--- config.mk ---
export PLATFORM = sky130hd
export DESIGN_NAME = i2c_dual_ram
export DESIGN_NICKNAME = d
export VERILOG_FILES = /design/src/rtl/i2c_dual_ram.sv
export SDC_FILE = /design/constraint.sdc
export NUM_CORES = 1
export LEC_CHECK = 0
export CORE_AREA = 2 2 234 236
export DETAILED_ROUTE_END_ITERATION = 8
export DIE_AREA = 0 0 236 238
export PLACE_DENSITY = 0.59
export SYNTH_ARGS = -nofsm -noshare
export SYNTH_HDL_FRONTEND = slang
export SYNTH_SLANG_ARGS = --single-unit
--- constraint.sdc ---
create_clock -name clk -period 2.3 [get_ports clk]
set_input_delay 0.23 -clock clk [delete_from_list [all_inputs] [get_ports clk]]
set_output_delay 0.23 -clock clk [all_outputs]
set_load 0.01 [all_outputs]
--- src/rtl/i2c_dual_ram.sv ---
// Two independent single-write/registered-read RAM banks (local, remote), each with a
// self-sequencing clear engine that also auto-initialises the bank after reset.
module i2c_dual_ram #(
  parameter int unsigned        DATA_W    = 8,
  parameter int unsigned        ADDR_W    = 5,
  parameter logic [DATA_W-1:0]  CLEAR_VAL = DATA_W'(8'h20)
) (
  input  logic              clk,
  input  logic              rst_n,
  input  logic [ADDR_W-1:0] LocalRAM_RADD,
  output logic [DATA_W-1:0] LocalRAM_DOUT,
  input  logic [ADDR_W-1:0] LocalRAM_WADD,
  input  logic [DATA_W-1:0] LocalRAM_DIN,
  input  logic              LocalRAM_W,
  input  logic              LocalRAM_Clear,
  output logic              LocalRAM_Busy,
  output logic              LocalRAM_Done,
  input  logic [ADDR_W-1:0] RemoteRAM_RADD,
  output logic [DATA_W-1:0] RemoteRAM_DOUT,
  input  logic [ADDR_W-1:0] RemoteRAM_WADD,
  input  logic [DATA_W-1:0] RemoteRAM_DIN,
  input  logic              RemoteRAM_W,
  input  logic              RemoteRAM_Clear,
  output logic              RemoteRAM_Busy,
  output logic              RemoteRAM_Done
);

  localparam int unsigned DEPTH = 2 ** ADDR_W;

  typedef enum logic {StIdle, StClear} state_e;

  // Index 0 is the local bank, index 1 the remote bank.
  logic [ADDR_W-1:0] radd [2];
  logic [ADDR_W-1:0] wadd [2];
  logic [DATA_W-1:0] din  [2];
  logic [DATA_W-1:0] dout [2];
  logic [1:0]        we;
  logic [1:0]        clr;
  logic [1:0]        busy;
  logic [1:0]        done;

  assign radd[0] = LocalRAM_RADD;
  assign wadd[0] = LocalRAM_WADD;
  assign din[0]  = LocalRAM_DIN;
  assign we[0]   = LocalRAM_W;
  assign clr[0]  = LocalRAM_Clear;
  assign radd[1] = RemoteRAM_RADD;
  assign wadd[1] = RemoteRAM_WADD;
  assign din[1]  = RemoteRAM_DIN;
  assign we[1]   = RemoteRAM_W;
  assign clr[1]  = RemoteRAM_Clear;

  assign LocalRAM_DOUT  = dout[0];
  assign LocalRAM_Busy  = busy[0];
  assign LocalRAM_Done  = done[0];
  assign RemoteRAM_DOUT = dout[1];
  assign RemoteRAM_Busy = busy[1];
  assign RemoteRAM_Done = done[1];

  for (genvar b = 0; b < 2; b++) begin : g_bank
    state_e            state_q;
    logic [ADDR_W-1:0] cnt_q;
    logic              done_q;
    logic [DATA_W-1:0] dout_q;
    logic [DATA_W-1:0] mem [DEPTH];
    logic              wr_en;
    logic [ADDR_W-1:0] wr_addr;
    logic [DATA_W-1:0] wr_data;

    // The clear engine owns the write port while active; reset blocks all writes.
    always_comb begin
      wr_en   = 1'b0;
      wr_addr = wadd[b];
      wr_data = din[b];
      if (state_q == StClear) begin
        wr_en   = rst_n;
        wr_addr = cnt_q;
        wr_data = CLEAR_VAL;
      end else begin
        wr_en   = rst_n && we[b];
      end
    end

    always_ff @(posedge clk) begin
      if (wr_en) begin
        mem[wr_addr] <= wr_data;
      end
    end

    always_ff @(posedge clk or negedge rst_n) begin
      if (!rst_n) begin
        state_q <= StClear;
        cnt_q   <= '0;
        done_q  <= 1'b0;
        dout_q  <= CLEAR_VAL;
      end else begin
        dout_q <= mem[radd[b]];
        done_q <= 1'b0;
        unique case (state_q)
          StIdle: begin
            if (clr[b]) begin
              state_q <= StClear;
              cnt_q   <= '0;
            end
          end
          StClear: begin
            cnt_q <= cnt_q + ADDR_W'(1);
            if (&cnt_q) begin
              state_q <= StIdle;
              done_q  <= 1'b1;
            end
          end
          default: state_q <= StIdle;
        endcase
      end
    end

    assign busy[b] = (state_q == StClear);
    assign done[b] = done_q;
    assign dout[b] = dout_q;
  end

endmodule
==> results of run 1 <==
[final cells by class]
type,count,share of cell area
inverter,1,0.000148
timing repair buffer,181,0.0672
sequential,542,0.635
clock buffer,65,0.0574
multi-input combinational,354,0.192
clock inverter,34,0.0140
tap,696,0.0343
[where the power goes]
group | total [W] | leakage, nW | internal (W) | switching (W)
Combinational | 0.00338 | 2.42 | 0.00146 | 0.00192
Sequential | 0.0121 | 5.02 | 0.0118 | 0.000287
Clock | 0.00897 | 0.884 | 0.00537 | 0.00360
[synth_stat cells]
| library cell | count |
|---|---|
| xor2_1 | 1 |
| buf_4 | 12 |
| mux2i_1 | 6 |
| and3b_1 | 8 |
| clkbuf_1 | 19 |
| nand3_1 | 2 |
| nor2_1 | 66 |
| nand2b_1 | 5 |
| nor3b_1 | 10 |
| a21o_1 | 2 |
| ha_1 | 4 |
| mux4_2 | 160 |
| buf_2 | 2 |
| mux2_2 | 21 |
| buf_6 | 2 |
| nor2b_1 | 17 |
| buf_1 | 12 |
| o21ai_0 | 23 |
| and2_1 | 4 |
| inv_1 | 1 |
| nor3_1 | 2 |
| nand2_1 | 7 |
| xnor2_1 | 2 |
| dfrtp_1 | 26 |
| o211ai_1 | 8 |
| dfstp_2 | 4 |
| edfxtp_1 | 512 |
| and3_1 | 4 |
| or2_2 | 2 |
[worst paths after layout]
path                       cells after the start                      startpoint  slack (ps)                        endpoint
min reg2reg                                    2  g_bank[0].cnt_q[1]$_DFFE_PN0P_         620  g_bank[0].cnt_q[1]$_DFFE_PN0P_
max                                            2         LocalRAM_Busy$_DFF_PN1_          30                   LocalRAM_Busy
min in group asynchronous                      3                           rst_n         350     RemoteRAM_DOUT[3]$_DFF_PN0_
max reg2reg                                    5        RemoteRAM_Busy$_DFF_PN1_         120   g_bank[1].mem[8][7]$_DFFE_PP_
min                                            2                  LocalRAM_Clear         330  g_bank[0].cnt_q[1]$_DFFE_PN0P_
max in group asynchronous                      3                           rst_n        1680      LocalRAM_DOUT[5]$_DFF_PN1_
[kinds of logic after synthesis]
family,count (synthesis),synth area share
flip-flops,542,0.762
AO/OA/AOI/OAI,33,0.00898
XOR/XNOR,3,0.00124
buffers and inverters,48,0.0115
multiplexers,187,0.184
adder cells (fa/ha/maj),4,0.00236
AND/OR/NAND/NOR,127,0.0302
[sequential cells by signal (all words and copies together), names as in the netlist]
register / count
LocalRAM_DOUT: 8
g_bank.mem: 512
g_bank.cnt_q: 10
RemoteRAM_Busy: 1
RemoteRAM_Done: 1
LocalRAM_Busy: 1
RemoteRAM_DOUT: 8
LocalRAM_Done: 1
[per-stage QoR]
stage / instance area [µm²] / power (W)
finish: 25400 / 0.0244
global route: 25400 / 0.0253
CTS: 25400 / 0.0246
detailed placement: 23500 / 0.0156
global placement: 23500 / 0.0155
floorplan: 21200 / 0.0140
[timing repair]
action,4_1_cts,5_1_grt
setup endpoints to repair,50,65
hold buffers,1,0
endpoints found under the hold margin,29,0
buffers inserted,1,1
resized for setup,7,7
[layer usage]
layer	track usage	wire length, µm	up-vias
met5	0	0	-
met4	0.0492	1020	0
met3	0.0258	2530	71
met2	0.273	22400	309
met1	0.235	20100	5226
li1	-	-	4334
==> results.md, run 1 <==
Die:
- The overall die width is 236 µm.
- After floorplanning, the core was divided into 85 placement rows.
- In this run the standard cell core region covers 53500 µm².
- The height of the die is 238 µm.
- In this run the count of I/O pins placed on the die edge is 62.
- The starting utilization of the core area is 0.396.
- The die covers 56200 µm².

Cells and area:
- The filler cells instantiated in the layout total about 4400.
- After the last flow step, the layout net total stands at roughly 1200.
- The sequential cells in the finished layout cover a total of roughly 16000 µm².
- The top cell types in the final layout, fill and taps aside, are 512 x edfxtp_1, 160 x mux4_2, 103 x buf_4.
- Relative to the synthesized area, the layout overhead comes to 19.9%.
- Excluding fillers, the count of instances in the completed layout stands at 1873.
- Of the cells placed in the final design, the portion with a size suffix greater than 1 is 0.348.
- The multi-input combinational cells in the finished layout cover a total of 4870 µm².
- The most common cell after layout, fill and taps aside is edfxtp_1.
- The utilization after layout is 0.475.
- The repair_antennas step left the layout with diodes totalling 0.

Logic synthesis:
- The synthesized netlist occupies a cell area of around 21000 µm².
- Each instance of the synthesized netlist takes up on average 22.4 µm².
- The count of synthesis-stage warnings from yosys is 0.
- Sorting the synthesized cells by area gives the leading types as edfxtp_1 73%, mux4_2 17%, dfrtp_1 3.1%.
- The largest total area in the synthesized netlist belongs to edfxtp_1.
- The fraction of the yosys area taken by sequential cells is 0.762.
- The synthesized design contains around 540 register bits.
- Of the post-synthesis cell area, the dominant cell type holds 0.726.
- Synthesis instantiated 29 different standard cells from the library.
- Synthesis produced a netlist whose cell count is 944.
- Synthesis produced a netlist with a net count of 990.

Setup path:
- The worst setup path is of the reg2out kind.
- Among cell families on the critical path, the largest total delay comes from buffers and inverters.
- In this design, the stage delay of the slowest critical-path cell is 670 ps.
- The signal arrival time at the worst endpoint is 2040 ps.
- The worst endpoint required time is 2070 ps.
- Of all nets on the critical path, the largest fanout is 22.
- The critical path contains buffers and inverters numbering 2 combined.
- The critical path goes through buf_8 -> clkdlybuf4s50_1.
- The nature of the critical path endpoint is a primary output.
- The critical path startpoint category is a flop.
- The slowest stage of the critical path belongs to the cell dfstp_2.

Timing:
- The total count of hold-check failures in the final report is 0.
- The post-route clock skew is 14.3 ps.
- Hold timing on the final database bottoms out at a slack of 330 ps.
- The worst path needs 2270 ps of the cycle, external delays included.
- Setup slack on the critical path of the routed design comes to 33.7 ps.
- Dividing the final minimum period by the clock period gives 0.985.
- The achievable clock frequency is 441 MHz.
- For the final routed database, the setup TNS stands at 0 ps.
- For the pin with the worst max-slew slack, the measured transition is 830 ps.
- The worst relative slew slack is 0.444.
- Setup repair after global routing could not meet its margin everywhere.
- The count of final max-slew check failures is 0.
- The setup violation total in the final timing report is 0.

Detailed routing:
- The total vias in the final route is around 10000.
- After detailed routing, the number of remaining DRC violations is 0.
- The number of nets with antenna violations after detailed routing is 0.
- For this block, the routed nets add up to 46.0 mm of wire.
- The number of DRC markers after the initial detailed-route iteration is ~850.
- The first detailed-routing pass ran for 5 iterations.
- Dividing the detail-routed via count by the number of cells gives about 5.3.
- The routed wire length per instance is ~25 µm.

GRT:
- The global-route wire length before repair is 69.2 mm.
- The number of global-route vias before repair came to 10500.
- The number of antenna violations at the first check in global routing came to 0.
- The total grt overflow is 0.
- The total routing usage reported by global routing is 0.167.
- Entering global routing, the biggest net connects 48 pins.

Worst hold path:
- The path class of the lowest-slack min-delay path is in2reg.

Status:
- The run finished with clean final reports.

Pwr:
- The peak ir drop on the vdd network is 0.729 mV.
- Dividing total power by cell area gives a power density of between 900 and 1000 nW/µm².
- The leakage power is 8.32 nW.

Clocking:
- The number of H-tree levels is 2.
- TritonCTS built the clock tree.
- The number of buffers added by the clock tree synthesis step is 54.
- The number of sinks driven by the clock tree is 542.
- The clock reaches the later pin of the worst-skew pair after 590 ps.
- The maximum root-to-sink buffer count is 3.
- The master cell of the clock root buffer is clkbuf_16.
- The clock transition at the registers of the reported paths is 60 ps.

Placement:
- The final weighted congestion in routability-driven placement is 0.802.
- The port buffer count is 61.
- At the placement stage, the worst setup path has a slack of -105 ps.
- The post-placement cell count is 1771.
- The sum of net half-perimeters after detailed placement is 29.4 mm.

Flow run:
- Across the run, the number of max-cap violations was 0.
Power figures use the tool's default switching activity.
==> inputs of run 2 (changes only) <==
--- a/config.mk
+++ b/config.mk
@@ -6,9 +6,11 @@
 export NUM_CORES = 1
 export LEC_CHECK = 0
 export CORE_AREA = 2 2 234 236
+export CTS_BUF_LIST = sky130_fd_sc_hd__clkbuf_4 sky130_fd_sc_hd__clkbuf_8 sky130_fd_sc_hd__clkbuf_16
 export DETAILED_ROUTE_END_ITERATION = 8
 export DIE_AREA = 0 0 236 238
 export PLACE_DENSITY = 0.59
+export SLEW_MARGIN = 20
 export SYNTH_ARGS = -nofsm -noshare
 export SYNTH_HDL_FRONTEND = slang
 export SYNTH_SLANG_ARGS = --single-unit
==> results.md, run 2 (synthesis gave the netlist of run 1 again) <==
Cells and area:
- The register containing the most flip-flops in the final layout is g_bank.mem (unchanged).
- The number of fill cells was 4359 (was 4362).
- The area taken by multi-input logic gates is 4870 µm² (unchanged).
- The post-layout instance count excluding filler cells is 1873 (unchanged).
- Commonest cells after routing, fill and taps aside: 512 x edfxtp_1, 160 x mux4_2, 103 x buf_4 (unchanged).
- The footprint of the flip-flops and latches is 16100 µm² (unchanged).
- The ratio of cells with drive above 1 in the final layout is 0.355 (was 0.348).
- The layout overhead on the synthesized area is 20.0% (was 19.9%).
- The number of diodes was 0 (unchanged).
- The utilization after layout is 0.475 (about the same).
- The most common cell after layout, fill and taps aside is edfxtp_1 (unchanged).
- The number of flip-flops in the largest register is 512 (unchanged).
- Top Registers: g_bank.mem x512, g_bank.cnt_q x10 (unchanged).
- The net count reported at finish was 1180 (unchanged).

Die:
- The die area was 56200 µm² (unchanged).
- The core outline area is 53500 µm² (unchanged).
- The overall die width came to 236 µm (unchanged).
- The floorplan row count is 85 (unchanged).
- The starting utilization of the core area was 0.396 (unchanged).
- The number of ports placed on the die boundary is 62 (unchanged).
- The height of the die was 238 µm (unchanged).

Clocking:
- The number of sinks driven by the clock tree is 542 (unchanged).
- The clock transition at the registers of the reported paths came to 60 ps (about the same).
- The insertion delay of the later-clocked pin in the worst-skew pair is 590 ps (about the same).
- The CTS tree is yes (unchanged).
- The number of H-tree levels was 2 (unchanged).
- The maximum root-to-sink buffer count was 3 (unchanged).
- The number of buffers added by the clock tree synthesis step is 54 (unchanged).
- The master cell of the clock root buffer is clkbuf_16 (unchanged).

Timing:
- The total count of hold-check failures in the final report is 0 (unchanged).
- The setup violation total in the final timing report is 0 (unchanged).
- The worst-margin pin slew is 838 ps (was 830 ps).
- The worst hold slack across all endpoints came to 337 ps (was 330 ps).
- The achievable clock frequency is 443 MHz (was 441 MHz).
- The post-route clock skew came to 14.9 ps (was 14.3 ps).
- The final critical path time including I/O delays and setup is 2260 ps (was 2270 ps).
- Unrepaired setup endpoints after global routing: true (unchanged).
- The worst relative slew slack is 0.439 (was 0.444).
- The post-route worst setup slack is 40.3 ps (was 33.7 ps).
- The count of final max-slew check failures is 0 (unchanged).
- The fraction of the cycle the final worst path needs is 0.982 (was 0.985).

Flow run:
- The number of max-capacitance violations reported was 0 (unchanged).

Setup path:
- The signal arrival time at the worst endpoint is 2030 ps (was 2040 ps).
- The critical path buffer and inverter count was 2 (unchanged).
- The worst endpoint required time was 2070 ps (about the same).
- The library cell contributing the largest single delay on the critical path is dfstp_2 (unchanged).
- The family of cells with the greatest summed delay on the critical path was buffers and inverters (unchanged).
- The critical path startpoint category is a flop (unchanged).
- The start-to-end type of the worst setup path is reg2out (unchanged).
- The biggest cell delay along the critical path is 670 ps (about the same).
- The nature of the critical path endpoint is a primary output (unchanged).
- Worst path cell trace: buf_8 -> clkdlybuf4s50_1 (unchanged).
- The critical-path maximum fanout is 22 (unchanged).

Placement:
- The final weighted congestion in routability-driven placement was 0.802 (unchanged).
- The sum of net half-perimeters after detailed placement is 29.4 mm (unchanged).
- The post-placement cell count came to 1771 (unchanged).
- The port buffer count was 61 (unchanged).
- The pre-CTS worst setup slack is -105 ps (unchanged).

GRT:
- The total grt overflow is 0 (unchanged).
- The number of antenna violations at the first check in global routing came to 0 (unchanged).
- The global-route wire length before repair came to 69.2 mm (about the same).
- The number of global-route vias before repair came to 10500 (about the same).
- The total routing usage reported by global routing is 0.168 (was 0.167).
- The pin count of the biggest net entering global routing is 48 (unchanged).

Status:
- Status: finished, final reports clean (unchanged).

Detailed routing:
- The number of DRC markers after the initial detailed-route iteration is 895 (was 847).
- The number of nets with antenna violations after detailed routing is 0 (unchanged).
- The total detailed-routing wirelength is 46.0 mm (about the same).
- The routed wire length per instance was 24.5 µm (was 24.6 µm).
- The DRC violation count after routing was 0 (unchanged).
- The detailed-router iteration count before antenna repair is 4 (was 5).
- The number of vias per cell came to 5.29 (was 5.31).
- The total vias in the final route was 9906 (was 9940).

Worst hold path:
- The path class of the lowest-slack min-delay path is in2async (was in2reg).

Pwr:
- The leakage power is 8.35 nW (was 8.32 nW).
- The areal power density over the cells is 963 nW/µm² (was 961 nW/µm²).
- The peak ir drop on the vdd network is 0.728 mV (was 0.729 mV).
run 2: layout make-up:
class,count,area share
Inverter,1,0.000148
Timing Repair Buffer,181,0.0671
Clock buffer,65,0.0585
Multi-Input combinational cell,354,0.192
Sequential cell,542,0.635
Tap cell,696,0.0343
Clock inverter,34,0.0140
run 2: power breakdown:
group          total, W  internal (W)  switching, W  leakage, nW
Combinational   0.00338       0.00146       0.00192         2.42
Sequential       0.0121        0.0118      0.000286         5.02
Clock           0.00906       0.00547       0.00359        0.911
run 2: routing by layer:
metal / vias up / wire [µm] / global-route usage
li1: 4338 / - / -
met1: 5214 / 20000 / 0.234
met2: 283 / 22500 / 0.274
met3: 71 / 2480 / 0.0263
met4: 0 / 1020 / 0.0492
met5: - / 0 / 0
run 2: repair_timing:
action / CTS / global route
gates resized for setup: 7 / 7
buffers inserted: 1 / 1
endpoints found under the setup margin: 50 / 65
cloned: 0 / 0
hold endpoints to repair: 29 / 0
hold buffers: 1 / 0
run 2: worst paths after layout:
check	startpoint	to	slack [ps]	depth (start not counted)
min in group clk	LocalRAM_Clear	g_bank[0].cnt_q[1]$_DFFE_PN0P_	340	2
max reg2reg	RemoteRAM_Busy$_DFF_PN1_	g_bank[1].mem[8][7]$_DFFE_PP_	120	5
min reg2reg	g_bank[0].cnt_q[1]$_DFFE_PN0P_	g_bank[0].cnt_q[1]$_DFFE_PN0P_	620	2
max	LocalRAM_Busy$_DFF_PN1_	LocalRAM_Busy	40	2
max in group asynchronous	rst_n	LocalRAM_DOUT[5]$_DFF_PN1_	1690	3
min	rst_n	RemoteRAM_DOUT[2]$_DFF_PN0_	340	3
run 2: worst register-to-register path: cells and delay by family, from the launching register on:
kind | cells | cell delay, ps
flops | 1 | 640
simple gates | 2 | 460
buf+inv | 2 | 420
compound gates | 1 | 370
run 2: metrics by stage:
stage | TNS [ps] | cell area (µm²) | total power [W]
after global placement | -689 | 23500 | 0.0155
after detailed placement | -1890 | 23500 | 0.0156
after global routing | -43.9 | 25400 | 0.0254
after CTS | 0 | 25400 | 0.0247
after floorplan | -6400 | 21200 | 0.0140
final | 0 | 25400 | 0.0245
==> inputs of run 3 (changes only) <==
--- a/config.mk
+++ b/config.mk
@@ -7,6 +7,7 @@
 export LEC_CHECK = 0
 export CORE_AREA = 2 2 234 236
 export CTS_BUF_LIST = sky130_fd_sc_hd__clkbuf_4 sky130_fd_sc_hd__clkbuf_8 sky130_fd_sc_hd__clkbuf_16
+export CTS_CLUSTER_SIZE = 8
 export DETAILED_ROUTE_END_ITERATION = 8
 export DIE_AREA = 0 0 236 238
 export PLACE_DENSITY = 0.59
==> results.md, run 3 (synthesis gave the netlist of run 1 again) <==
Die:
- The overall die width is 236 µm (unchanged).
- The height of the die is 238 µm (unchanged).
- The core outline area is 53500 µm² (unchanged).
- The floorplan row count is 85 (unchanged).
- The die area is 56200 µm² (unchanged).
- The number of ports placed on the die boundary is 62 (unchanged).
- The starting utilization of the core area is 0.396 (unchanged).

Detailed routing:
- The total vias in the final route is 10000 (was 9906).
- The number of vias per cell is 5.29 (about the same).
- The number of DRC markers after the initial detailed-route iteration is 850 (was 895).
- The DRC violation count after routing is 0 (unchanged).
- The number of nets with antenna violations after detailed routing is 0 (unchanged).
- The routed wire length per instance was 24.5 µm (about the same).
- The total detailed-routing wirelength was 46.5 mm (was 46.0 mm).
- The detailed-router iteration count before antenna repair was 5 (was 4).

Clocking:
- The master cell of the clock root buffer is clkbuf_16 (unchanged).
- The number of buffers added by the clock tree synthesis step came to 77 (was 54).
- The clock transition at the registers of the reported paths is 50 ps (was 60 ps).
- The insertion delay of the later-clocked pin in the worst-skew pair came to 600 ps (was 590 ps).
- The number of sinks driven by the clock tree is 542 (unchanged).
- The number of H-tree levels is 3 (was 2).
- The maximum root-to-sink buffer count is 3 (unchanged).
- The CTS tree is yes (unchanged).

GRT:
- The total grt overflow was 0 (unchanged).
- The number of global-route vias before repair is 10700 (was 10500).
- The global routing usage on met1 came to 0.236 (was 0.234).
- The number of antenna violations at the first check in global routing was 1 (was 0).
- The pin count of the biggest net entering global routing is 48 (unchanged).
- The global-route met2 utilization is 0.272 (was 0.274).
- The global-route track usage on met3 is 0.0359 (was 0.0263).
- The global-route wire length before repair is 70.3 mm (was 69.2 mm).
- The total routing usage reported by global routing is 0.171 (was 0.168).
- The global-route layer with the greatest usage is met2 (unchanged).

Timing:
- The worst relative slew slack is 0.439 (about the same).
- Unrepaired setup endpoints after global routing: true (unchanged).
- The total count of hold-check failures in the final report came to 0 (unchanged).
- The post-route worst setup slack is 33.0 ps (was 40.3 ps).
- The post-route clock skew came to 21.1 ps (was 14.9 ps).
- The worst-margin pin slew is 838 ps (about the same).
- The fraction of the cycle the final worst path needs is 0.986 (was 0.982).
- The achievable clock frequency is 441 MHz (was 443 MHz).
- The final critical path time including I/O delays and setup was 2270 ps (was 2260 ps).
- The count of final max-slew check failures is 0 (unchanged).
- The setup violation total in the final timing report is 0 (unchanged).

Cells and area:
- The area taken by multi-input logic gates is 4870 µm² (unchanged).
- Commonest cells after routing, fill and taps aside: 512 x edfxtp_1, 160 x mux4_2, 103 x buf_4 (unchanged).
- The footprint of the flip-flops and latches is 16100 µm² (unchanged).
- The net count reported at finish was 1203 (was 1180).
- The number of fill cells is 4321 (was 4359).
- The final design instance area without fill is 25900 µm² (was 25400 µm²).
- The post-layout instance count excluding filler cells is 1900 (was 1873).
- The number of flip-flops in the largest register was 512 (unchanged).
- The layout overhead on the synthesized area is 22.4% (was 20.0%).
- The ratio of cells with drive above 1 in the final layout is 0.383 (was 0.355).
- Top Registers: g_bank.mem x512, g_bank.cnt_q x10 (unchanged).
- The most common cell after layout, fill and taps aside is edfxtp_1 (unchanged).
- The register containing the most flip-flops in the final layout is g_bank.mem (unchanged).
- The utilization after layout is 0.485 (was 0.475).
- The number of diodes is 0 (unchanged).

Flow run:
- The number of max-capacitance violations reported was 0 (unchanged).

Pwr:
- The leakage power is 8.63 nW (was 8.35 nW).
- The peak ir drop on the vdd network is 0.788 mV (was 0.728 mV).
- The areal power density over the cells was 1010 nW/µm² (was 963 nW/µm²).

Setup path:
- The signal arrival time at the worst endpoint was 2040 ps (was 2030 ps).
- The critical path startpoint category is a flop (unchanged).
- The start-to-end type of the worst setup path is reg2out (unchanged).
- The critical-path maximum fanout was 22 (unchanged).
- The nature of the critical path endpoint is a primary output (unchanged).
- The worst endpoint required time is 2070 ps (about the same).

Worst hold path:
- The path class of the lowest-slack min-delay path is in2reg (was in2async).

Placement:
- The final weighted congestion in routability-driven placement is 0.802 (unchanged).
- The pre-CTS worst setup slack was -105 ps (unchanged).
- The post-placement cell count is 1771 (unchanged).
- The sum of net half-perimeters after detailed placement is 29.4 mm (unchanged).
- The port buffer count was 61 (unchanged).
- The post-detailed-placement cell area is 23500 µm² (unchanged).

Status:
- Status: finished, final reports clean (unchanged).
==> run 3: cell count changes in the layout (fill, tap and decap cells not counted), sizes merged <==
| cell | previous run | this run |
|---|---|---|
| clkinv | 24 | 3 |
| bufinv | 8 | 0 |
| clkinvlp | 1 | 0 |
| clkbuf | 65 | 121 |
| inv | 2 | 3 |
==> run 3: report_power, final <==
part / switching, W / internal [W]
Sequential: 0.000289 / 0.0118
Combinational: 0.00192 / 0.00146
Clock: 0.00393 / 0.00679
==> run 3: metal layers <==
layer  share of wire  up-vias
li1                -     4387
met1            0.44     5284
met2            0.49      297
met3           0.051       77
met4           0.025        0
met5               0        -
==> run 3: what timing repair did <==
item	in CTS	in global routing
gates cloned	0	0
resized for setup	7	7
hold endpoints to repair	29	0
hold buffers	1	0
endpoints found under the setup margin	50	56
buffers inserted	1	1
==> run 3: final timing paths <==
check | start | to | slack [ps] | cells past startpoint
worst min register to register | g_bank[0].cnt_q[1]$_DFFE_PN0P_ | g_bank[0].cnt_q[1]$_DFFE_PN0P_ | 620 | 2
worst min-delay path | LocalRAM_Clear | g_bank[0].cnt_q[1]$_DFFE_PN0P_ | 330 | 2
worst max register to register | LocalRAM_Busy$_DFF_PN1_ | g_bank[0].mem[5][5]$_DFFE_PP_ | 110 | 8
worst max-delay path | LocalRAM_Busy$_DFF_PN1_ | LocalRAM_Busy | 30 | 2
min in group asynchronous | rst_n | RemoteRAM_DOUT[3]$_DFF_PN0_ | 350 | 3
max in group asynchronous | rst_n | LocalRAM_DOUT[5]$_DFF_PN1_ | 1670 | 3
==> run 3: cell type report <==
class	instances	share of cell area
multi-input combinational	354	0.188
tap	696	0.0336
clock buffer	121	0.0884
sequential	542	0.622
timing repair buffer	181	0.0658
inverter	1	0.000145
clock inverter	5	0.00208
==> run 3: stage by stage <==
step | TNS, ps | hold WS, ps | total power (W)
global placement | -689 | 428 | 0.0155
finish | 0 | 326 | 0.0262
detailed placement | -1890 | 426 | 0.0156
CTS | 0 | 301 | 0.0264
floorplan | -6400 | -65.6 | 0.0140
global route | -44.3 | 356 | 0.0272
==> run 3: critical path, cell delays in order, from the launching register on <==
cell and delay, ps:
dfstp_2 660, buf_8 210, clkdlybuf4s50_1 560
